[src/rtl/mouse_pkg.sv]
// Shared definitions for the PS/2 mouse packet encoder: state encoding,
// header bit positions, datapath widths and the default report interval.
package mouse_pkg;

  localparam int unsigned ACC_W  = 9;
  localparam int unsigned BYTE_W = 8;
  localparam int unsigned BTN_W  = 3;
  localparam int unsigned IVL_W  = 16;

  localparam logic [IVL_W-1:0] DEFAULT_REPORT_INTERVAL = 16'd1000;

  // Header byte bit positions
  localparam int unsigned HDR_LEFT   = 0;
  localparam int unsigned HDR_RIGHT  = 1;
  localparam int unsigned HDR_MIDDLE = 2;
  localparam int unsigned HDR_ONE    = 3;
  localparam int unsigned HDR_X_SIGN = 4;
  localparam int unsigned HDR_Y_SIGN = 5;
  localparam int unsigned HDR_X_OVF  = 6;
  localparam int unsigned HDR_Y_OVF  = 7;

  typedef enum logic [1:0] {
    ST_IDLE     = 2'd0,
    ST_SEND_HDR = 2'd1,
    ST_SEND_DX  = 2'd2,
    ST_SEND_DY  = 2'd3
  } state_t;

  // Movement bytes captured at snapshot time
  typedef struct packed {
    logic [BYTE_W-1:0] dx;
    logic [BYTE_W-1:0] dy;
  } snap_t;

  // Assemble the packet header byte
  function automatic logic [BYTE_W-1:0] build_hdr(
    input logic             y_ovf,
    input logic             x_ovf,
    input logic             y_sign,
    input logic             x_sign,
    input logic [BTN_W-1:0] btn
  );
    logic [BYTE_W-1:0] h;
    h             = '0;
    h[HDR_LEFT]   = btn[0];
    h[HDR_RIGHT]  = btn[1];
    h[HDR_MIDDLE] = btn[2];
    h[HDR_ONE]    = 1'b1;
    h[HDR_X_SIGN] = x_sign;
    h[HDR_Y_SIGN] = y_sign;
    h[HDR_X_OVF]  = x_ovf;
    h[HDR_Y_OVF]  = y_ovf;
    return h;
  endfunction

endpackage

[src/rtl/sat_accum9.sv]
// 9-bit signed saturating accumulator with sticky overflow flag.
// A clear that coincides with an add loads the add value so no motion is lost.
module sat_accum9
  import mouse_pkg::*;
(
  input  logic              clk,
  input  logic              rst,
  input  logic              add_en,
  input  logic [BYTE_W-1:0] add_val,
  input  logic              clear,
  output logic [ACC_W-1:0]  acc,
  output logic              ovf
);

  localparam logic signed [ACC_W:0] SUM_MAX    = 10'sd255;
  localparam logic signed [ACC_W:0] SUM_MIN    = -10'sd256;
  localparam logic [ACC_W-1:0]      ACC_SAT_HI = 9'h0FF;
  localparam logic [ACC_W-1:0]      ACC_SAT_LO = 9'h100;

  logic signed [ACC_W:0] sum_c;
  logic                  sat_hi_c;
  logic                  sat_lo_c;

  // One-bit-wider sum so both saturation limits are detectable
  always_comb begin
    sum_c    = $signed({acc[ACC_W-1], acc})
             + $signed({{(ACC_W+1-BYTE_W){add_val[BYTE_W-1]}}, add_val});
    sat_hi_c = (sum_c > SUM_MAX);
    sat_lo_c = (sum_c < SUM_MIN);
  end

  // Accumulator and sticky overflow register
  always_ff @(posedge clk or posedge rst) begin
    if (rst) begin
      acc <= '0;
      ovf <= 1'b0;
    end else if (clear) begin
      acc <= add_en ? {add_val[BYTE_W-1], add_val} : '0;
      ovf <= 1'b0;
    end else if (add_en) begin
      if (sat_hi_c) begin
        acc <= ACC_SAT_HI;
      end else if (sat_lo_c) begin
        acc <= ACC_SAT_LO;
      end else begin
        acc <= sum_c[ACC_W-1:0];
      end
      ovf <= ovf | sat_hi_c | sat_lo_c;
    end
  end

endmodule

[src/rtl/mouse_packet_encoder.sv]
// PS/2 mouse packet encoder: accumulates motion, snapshots it together with
// button state and streams the three-byte packet over a valid/ready port,
// spacing packets by a programmable interval.
module mouse_packet_encoder
  import mouse_pkg::*;
#(
  parameter logic [IVL_W-1:0] REPORT_INTERVAL = DEFAULT_REPORT_INTERVAL
)
(
  input  logic              clk,
  input  logic              rst,
  input  logic [BYTE_W-1:0] move_x,
  input  logic [BYTE_W-1:0] move_y,
  input  logic              move_valid,
  input  logic [BTN_W-1:0]  buttons,
  output logic [BYTE_W-1:0] out_data,
  output logic              out_valid,
  input  logic              out_ready
);

  // An interval of zero is treated as one
  localparam logic [IVL_W-1:0] IVL_LOAD =
    (REPORT_INTERVAL == '0) ? '0 : IVL_W'(REPORT_INTERVAL - 16'd1);

  state_t             state;
  logic [IVL_W-1:0]   ivl_cnt;
  logic [BTN_W-1:0]   last_buttons;
  snap_t              snap;

  logic [ACC_W-1:0]   acc_x;
  logic [ACC_W-1:0]   acc_y;
  logic               x_ovf;
  logic               y_ovf;

  logic               snap_c;
  logic               handshake_c;
  logic [BYTE_W-1:0]  hdr_c;

  // Per-axis saturating accumulators; cleared (or reloaded) on snapshot
  sat_accum9 u_acc_x (
    .clk     (clk),
    .rst     (rst),
    .add_en  (move_valid),
    .add_val (move_x),
    .clear   (snap_c),
    .acc     (acc_x),
    .ovf     (x_ovf)
  );

  sat_accum9 u_acc_y (
    .clk     (clk),
    .rst     (rst),
    .add_en  (move_valid),
    .add_val (move_y),
    .clear   (snap_c),
    .acc     (acc_y),
    .ovf     (y_ovf)
  );

  // Snapshot trigger, handshake and header assembly
  always_comb begin
    handshake_c = out_valid && out_ready;
    snap_c      = (state == ST_IDLE) && (ivl_cnt == '0) &&
                  ((acc_x != '0) || (acc_y != '0) || (buttons != last_buttons));
    hdr_c       = build_hdr(y_ovf, x_ovf, acc_y[ACC_W-1], acc_x[ACC_W-1], buttons);
  end

  // Packet sequencer with registered out_valid/out_data
  always_ff @(posedge clk or posedge rst) begin
    if (rst) begin
      state        <= ST_IDLE;
      out_valid    <= 1'b0;
      out_data     <= '0;
      last_buttons <= '0;
      ivl_cnt      <= '0;
      snap         <= '0;
    end else begin
      case (state)
        ST_IDLE: begin
          if (ivl_cnt != '0) begin
            ivl_cnt <= ivl_cnt - 16'd1;
          end
          if (snap_c) begin
            snap.dx      <= acc_x[BYTE_W-1:0];
            snap.dy      <= acc_y[BYTE_W-1:0];
            last_buttons <= buttons;
            out_data     <= hdr_c;
            out_valid    <= 1'b1;
            state        <= ST_SEND_HDR;
          end
        end
        ST_SEND_HDR: begin
          if (handshake_c) begin
            out_data <= snap.dx;
            state    <= ST_SEND_DX;
          end
        end
        ST_SEND_DX: begin
          if (handshake_c) begin
            out_data <= snap.dy;
            state    <= ST_SEND_DY;
          end
        end
        ST_SEND_DY: begin
          if (handshake_c) begin
            out_valid <= 1'b0;
            out_data  <= '0;
            ivl_cnt   <= IVL_LOAD;
            state     <= ST_IDLE;
          end
        end
        default: begin
          state     <= ST_IDLE;
          out_valid <= 1'b0;
        end
      endcase
    end
  end

endmodule
[config.mk]
export PLATFORM = sky130hd
export DESIGN_NAME = mouse_packet_encoder
export DESIGN_NICKNAME = d
export VERILOG_FILES = /design/src/rtl/mouse_pkg.sv /design/src/rtl/sat_accum9.sv /design/src/rtl/mouse_packet_encoder.sv
export SDC_FILE = /design/constraint.sdc
export NUM_CORES = 1
export LEC_CHECK = 0
export CELL_PAD_IN_SITES_DETAIL_PLACEMENT = 0
export CELL_PAD_IN_SITES_GLOBAL_PLACEMENT = 2
export CORE_ASPECT_RATIO = 2
export CORE_MARGIN = 2
export CORE_UTILIZATION = 27
export CTS_CLUSTER_DIAMETER = 40
export DETAILED_ROUTE_END_ITERATION = 10
export GPL_TIMING_DRIVEN = 0
export PLACE_DENSITY_LB_ADDON = 0.1
export SYNTH_ARGS = -nofsm -noshare
export SYNTH_HDL_FRONTEND = slang
export SYNTH_SLANG_ARGS = --single-unit
[constraint.sdc]
create_clock -name clk -period 3.6 [get_ports clk]
set_clock_uncertainty 0.15 [all_clocks]
set_input_delay 0.72 -clock clk [delete_from_list [all_inputs] [get_ports clk]]
set_output_delay 0.72 -clock clk [all_outputs]
set_load 0.03 [all_outputs]
==> flow_summary.ini, run 1 <==
[yosys]
synth-main-ff-cell = dfrtp_1
syn-num-nets = 508
ys_ff_latch = 66
postSynthAreaPerCell_um2 = 9.13
synth_top_area_share_pct = 39.4
synth_edf_count = 0
yosysTopAreaCell = dfrtp_1
ys_seq_area_share_pct = 39.4
syn_inst = 459
ys_async_sr_fraction_pct = 100
ys_top_cells_by_area = dfrtp_1 (39%), ha_1 (7.2%), nand2_1 (5.9%), o21ai_0 (5.3%), a21oi_1 (4.9%)
yosysWarningCount = 0
syn_area_um2 = 4190
synth.distinct_cells = 61

[cts]
clock-sinks = 66
postCtsSetupBuffers = 0
tritoncts = built
clk_pin_slew_worst_paths_ns = 0.06
cts-root-buf = clkbuf_16
cts_made_buffers = 9
cts_max_path_buffers = 2
h-tree-depth = 3
clock_latency_ns = 0.33

[detailed_routing]
avgViaCountPerCell = 5.01
routed_wl_um = 12800
dr.first_iter.drc_count = 121
drcViolationCount = 0
wl_per_cell_um = 18.2
drt_pre_antenna_iters = 4
num_vias = 3527
postRouteAntennaNets = 0

[cells_and_area]
stdcell_area_um2 = 5110
final_cell_mix = nand2_1 (66), dfrtp_1 (66), o21ai_0 (44)
final_nets = 550
antenna_cells = 0
seq_area_um2 = 1650
multi_input_area_um2 = 2420
drive_above_1_share_pct = 11.7
synthToLayoutAreaGrowth_pct = 22.0
n_fill_cell = 1612
layoutNonFillerInstCount = 704

[die]
die_area_um2 = 16600
die_x_um = 92.1
start_util_pct = 27.5
row_count = 64
fp.dieH_um = 180
io_pins = 32
coreArea_um2 = 15200

[power]
total_leakage_power_nw = 2.09
vdd_ir_drop_max_mv = 0.327
power.density_nw_per_um2 = 891
power_mw = 4.56

[grt]
gr-max-usage-layer = met2
grt_pass1_wl_um = 20800
grt_antenna_before_repair = 0
grt_max_degree = 64
grt_pass1_vias = 3713
grt.total_usage_pct = 16.3
met3_usage_pct = 1.80
grtUsageMet1_pct = 16.8
overflow = 0
grt_util_met2_pct = 33.2

[place]
placed_cells = 688
placedInstanceArea_um2 = 4770
hpwl_um = 10000
numPortBuffers = 30
place_congestion = 0.749
dp_slack_ns = -0.345

[worst_setup_path]
start_kind = primary input
cp_max_fo = 7
cp.arrival_ns = 3.46
critical_path_class = primary input to register
critPathRequiredTime_ns = 3.68
end_kind = register

[timing]
period_needed_ns = 3.38
slew_violations = 0
final.period_utilization_pct = 93.8
setup_tns_ns = 0
setup_viol = 0
slew_headroom_pct = 29.3
max_freq_ghz = 0.296
worst_slack_ns = 0.223
rsz0062_at_grt = false
worst_pin_slew_ns = 1.06
final_hold_viol_count = 0

[outcome]
status = completed

[min_path]
min-delay-path-class = register to register

[flow_run]
maxCapViolCount = 0
-- stage by stage --
stage	hold WS [ns]	utilization (%)
after floorplan	0.289	-
after global placement	0.305	31.2
after detailed placement	0.307	31.3
after CTS	0.320	33.5
after global routing	0.345	33.6
final	0.313	33.6
-- synth_stat cells, types with 2 or more instances --
library cell,n
buf_2,3
o21a_1,2
clkbuf_1,10
inv_1,14
xor2_1,7
xnor2_1,8
nor2_1,42
a2111oi_0,2
nor4_1,5
o31a_1,3
a2111oi_2,5
a211oi_2,2
o211ai_1,2
a21o_1,5
fa_1,2
nor4_4,3
a31oi_1,7
or2_2,2
buf_4,2
a21oi_1,41
and3_1,3
o21ai_0,44
ha_1,24
mux2_2,9
o21bai_1,3
nand2_1,66
nand3_1,7
dfrtp_1,66
o31ai_1,4
nor2b_1,9
a22oi_1,10
a211oi_1,10
nor3_1,9
-- repair_timing --
action	in CTS	in global routing
gates resized for setup	1	4
hold buffers	0	0
gates cloned	0	0
endpoints found under the setup margin	1	6
-- power breakdown --
part	leakage, nW	internal, mW	switching (mW)
clock	0.152	0.594	0.332
combinational	1.18	0.923	1.34
sequential	0.760	1.04	0.329
-- worst paths after layout --
kind,end,depth (start not counted),slack (ns),start
min reg2reg,snap[5]$_DFFE_PP0P_,2,0.31,snap[5]$_DFFE_PP0P_
min in group asynchronous,u_acc_x.acc[1]$_DFFE_PP0P_,2,0.46,rst
max,u_acc_y.acc[5]$_DFFE_PP0P_,9,0.22,move_y[0]
min,snap[5]$_DFFE_PP0P_,2,0.31,snap[5]$_DFFE_PP0P_
max in group asynchronous,last_buttons[1]$_DFFE_PP0P_,3,2.31,rst
max reg2reg,ivl_cnt[5]$_DFFE_PP0P_,7,0.47,state[0]$_DFFE_PP0P_
-- area by class of cell --
class / instances / area share (%)
Buffer: 17 / 1.83
Clock inverter: 3 / 0.905
Timing Repair Buffer: 31 / 6.41
Sequential cell: 66 / 32.3
Tap cell: 198 / 4.84
Multi-Input combinational cell: 362 / 47.4
Clock buffer: 13 / 5.28
Inverter: 14 / 1.08
-- per-layer routing --
layer | part of all wire (%) | up-vias
met5 | 0 | -
met3 | 1.0 | 10
met1 | 37 | 1734
met2 | 60 | 24
li1 | - | 1759
met4 | 1.4 | 0
-- critical path: stages --
cell,delay [ns]
clkdlybuf4s50_1,0.42
ha_1,0.25
fa_1,0.42
a211oi_2,0.29
nor3_1,0.18
o31a_1,0.38
o21ai_2,0.33
o21ai_0,0.17
a211oi_1,0.28
-- kinds of logic (layout without fill, tap and decap cells) --
family	Yosys count	after routing	synth area share [%]
AO/OA/AOI/OAI	152	152	24.3
XOR/XNOR	15	15	3.13
adder cells (fa/ha/maj)	27	27	8.36
buffers and inverters	31	78	3.49
flip-flops	66	66	39.4
multiplexers	10	10	2.66
AND/OR/NAND/NOR	158	158	18.6
-- sequential cells by signal, summed over array words and instances, names as in the netlist --
| name | flops |
|---|---|
| state | 2 |
| last_buttons | 3 |
| u_acc_y.acc | 9 |
| u_acc_y.ovf | 1 |
| u_acc_x.ovf | 1 |
| snap | 16 |
| out_valid | 1 |
| ivl_cnt | 16 |
| out_data | 8 |
| u_acc_x.acc | 9 |
No activity file was read; power rests on OpenSTA's default activity.
==> inputs of run 2 (changes only) <==
CTS_CLUSTER_SIZE = 25   (was not set)
==> results of run 2 <==
Same layout as run 1: the final DEF is identical, and so are final timing and power.
==> RTL edit: new RTL, config.mk and constraints of run 1 <==
Set the package constant `IVL_W` to 24 (it was 16).
--- a/src/rtl/mouse_pkg.sv
+++ b/src/rtl/mouse_pkg.sv
@@ -5,7 +5,7 @@
   localparam int unsigned ACC_W  = 9;
   localparam int unsigned BYTE_W = 8;
   localparam int unsigned BTN_W  = 3;
-  localparam int unsigned IVL_W  = 16;
+  localparam int unsigned IVL_W  = 24;
 
   localparam logic [IVL_W-1:0] DEFAULT_REPORT_INTERVAL = 16'd1000;
 
Behaviour: no difference found for any inputs over 10 cycles, from zero or initial values and one cycle with rst high; that may be too few to reach the edited logic, so the function may still have changed.
==> RTL edit against run 1 <==
Cell area is 5.1% higher. Power is 29% lower. Die area is 6.9% higher. Wire length is 0.67% higher. Sequential power is 20% lower. Setup slack better by 0.024 ns. Sequential cell count is 8 higher. Area after synthesis is 7.2% higher.
==> RTL edit: results (changes against run 1) <==
Status
  – Run status: complete, no violations (unchanged)

Place
  – GPL Wtd Cong: 0.775 (was 0.749)
  – DP Cell Count: 743 (was 688)
  – Hpwl dp: 10.1 mm (was 10.0 mm)
  – Pre-CTS WS: -0.324 ns (was -0.345 ns)
  – Placement Cell Area: 5090 um2 (was 4770 um2)

Synthesis
  – Syn nets: 556 (was 508)
  – Post-synthesis adder-cell area fraction: 7.58% (was 8.36%)
  – Sequential share of the synthesized area: 41.2% (was 39.4%)
  – Portion of netlist area occupied by mux cells: 1.45% (was 2.66%)
  – Top post-synthesis cells by count: 100 x nand2_1, 74 x dfrtp_1, 46 x nor2_1, 33 x a21oi_1, 24 x ha_1 (was 66 x dfrtp_1, 66 x nand2_1, 44 x o21ai_0, 42 x nor2_1, 41 x a21oi_1)
  – Synth area leaders: dfrtp_1 41%, nand2_1 8.4%, ha_1 6.7% (was dfrtp_1 39%, ha_1 7.2%, nand2_1 5.9%)
  – Netlist cell types: 61 (unchanged)
  – Complex-gate fraction of the synthesized area: 16.0% (was 24.3%)
  – Synthesized instance count: 507 (was 459)

Pwr
  – Lkg Pwr: 2.29 nW (was 2.09 nW)
  – Maximum vdd drop: 0.000314 V (was 0.000327 V)

Detailed routing
  – Vias: 3718 (was 3527)
  – Avg Vias per Cell: 4.90 (was 5.01)

Clock tree
  – H-tree depth: 3 (unchanged)
  – Worst-path clk slew: 0.06 ns (about the same)
  – CTS resizes: 0 (was 1)

Worst setup path
  – Internal reg-to-reg setup slack: 0.51 ns (was 0.47 ns)
  – Worst R2R End: state[0]$_DFFE_PP0P_ (was ivl_cnt[5]$_DFFE_PP0P_)
  – Reg2Reg Depth: 7 (unchanged)
  – Worst-path fanout max: 4 (was 7)
  – R2r startpoint: u_acc_y.acc[1]$_DFFE_PP0P_ (was state[0]$_DFFE_PP0P_)

STA
  – Max-slew headroom: 49.4% (was 29.3%)
  – Setup WS post-layout: 0.247 ns (was 0.223 ns)
  – Worst Hold Slack: 0.323 ns (was 0.313 ns)

Global route
  – Largest net degree at the start of global routing: 61 (was 64)
  – GRT Resource Usage Total: 15.6% (was 16.3%)

Finish
  – Regs by FF count: ivl_cnt (24), snap (16) (was ivl_cnt (16), snap (16))
  – Nets: 599 (was 550)
==> RTL edit: cell count changes after synthesis, moves of 8 or more <==
cell     before  now
a21oi_1      41   33
a22oi_1      10   18
dfrtp_1      66   74
mux2_2        9    1
nand2_1      66  100
o21ai_0      44   18
o21ai_1       1   19
xnor2_1       8   20
==> RTL edit: final cells by class <==
| class | instances | area (um2) |
|---|---|---|
| fill | 1715 | 10900 |
| multi-input combinational | 407 | 2540 |
| sequential | 74 | 1850 |
| timing repair buffer | 32 | 338 |
| tap | 204 | 255 |
| clock buffer | 9 | 225 |
| buffer | 14 | 62.6 |
| clock inverter | 7 | 53.8 |
| inverter | 12 | 47.5 |
==> RTL edit: per-layer routing <==
metal,GRT usage (%),wire length (um)
met1,16.7,4950
met2,29.4,7440
met3,2.18,257
met4,6.02,271
met5,0,0
==> RTL edit: power breakdown <==
| part | switching (mW) | internal [mW] |
|---|---|---|
| sequential | 0.163 | 0.938 |
| combinational | 0.730 | 0.551 |
| clock | 0.380 | 0.471 |
| total | 1.27 | 1.96 |
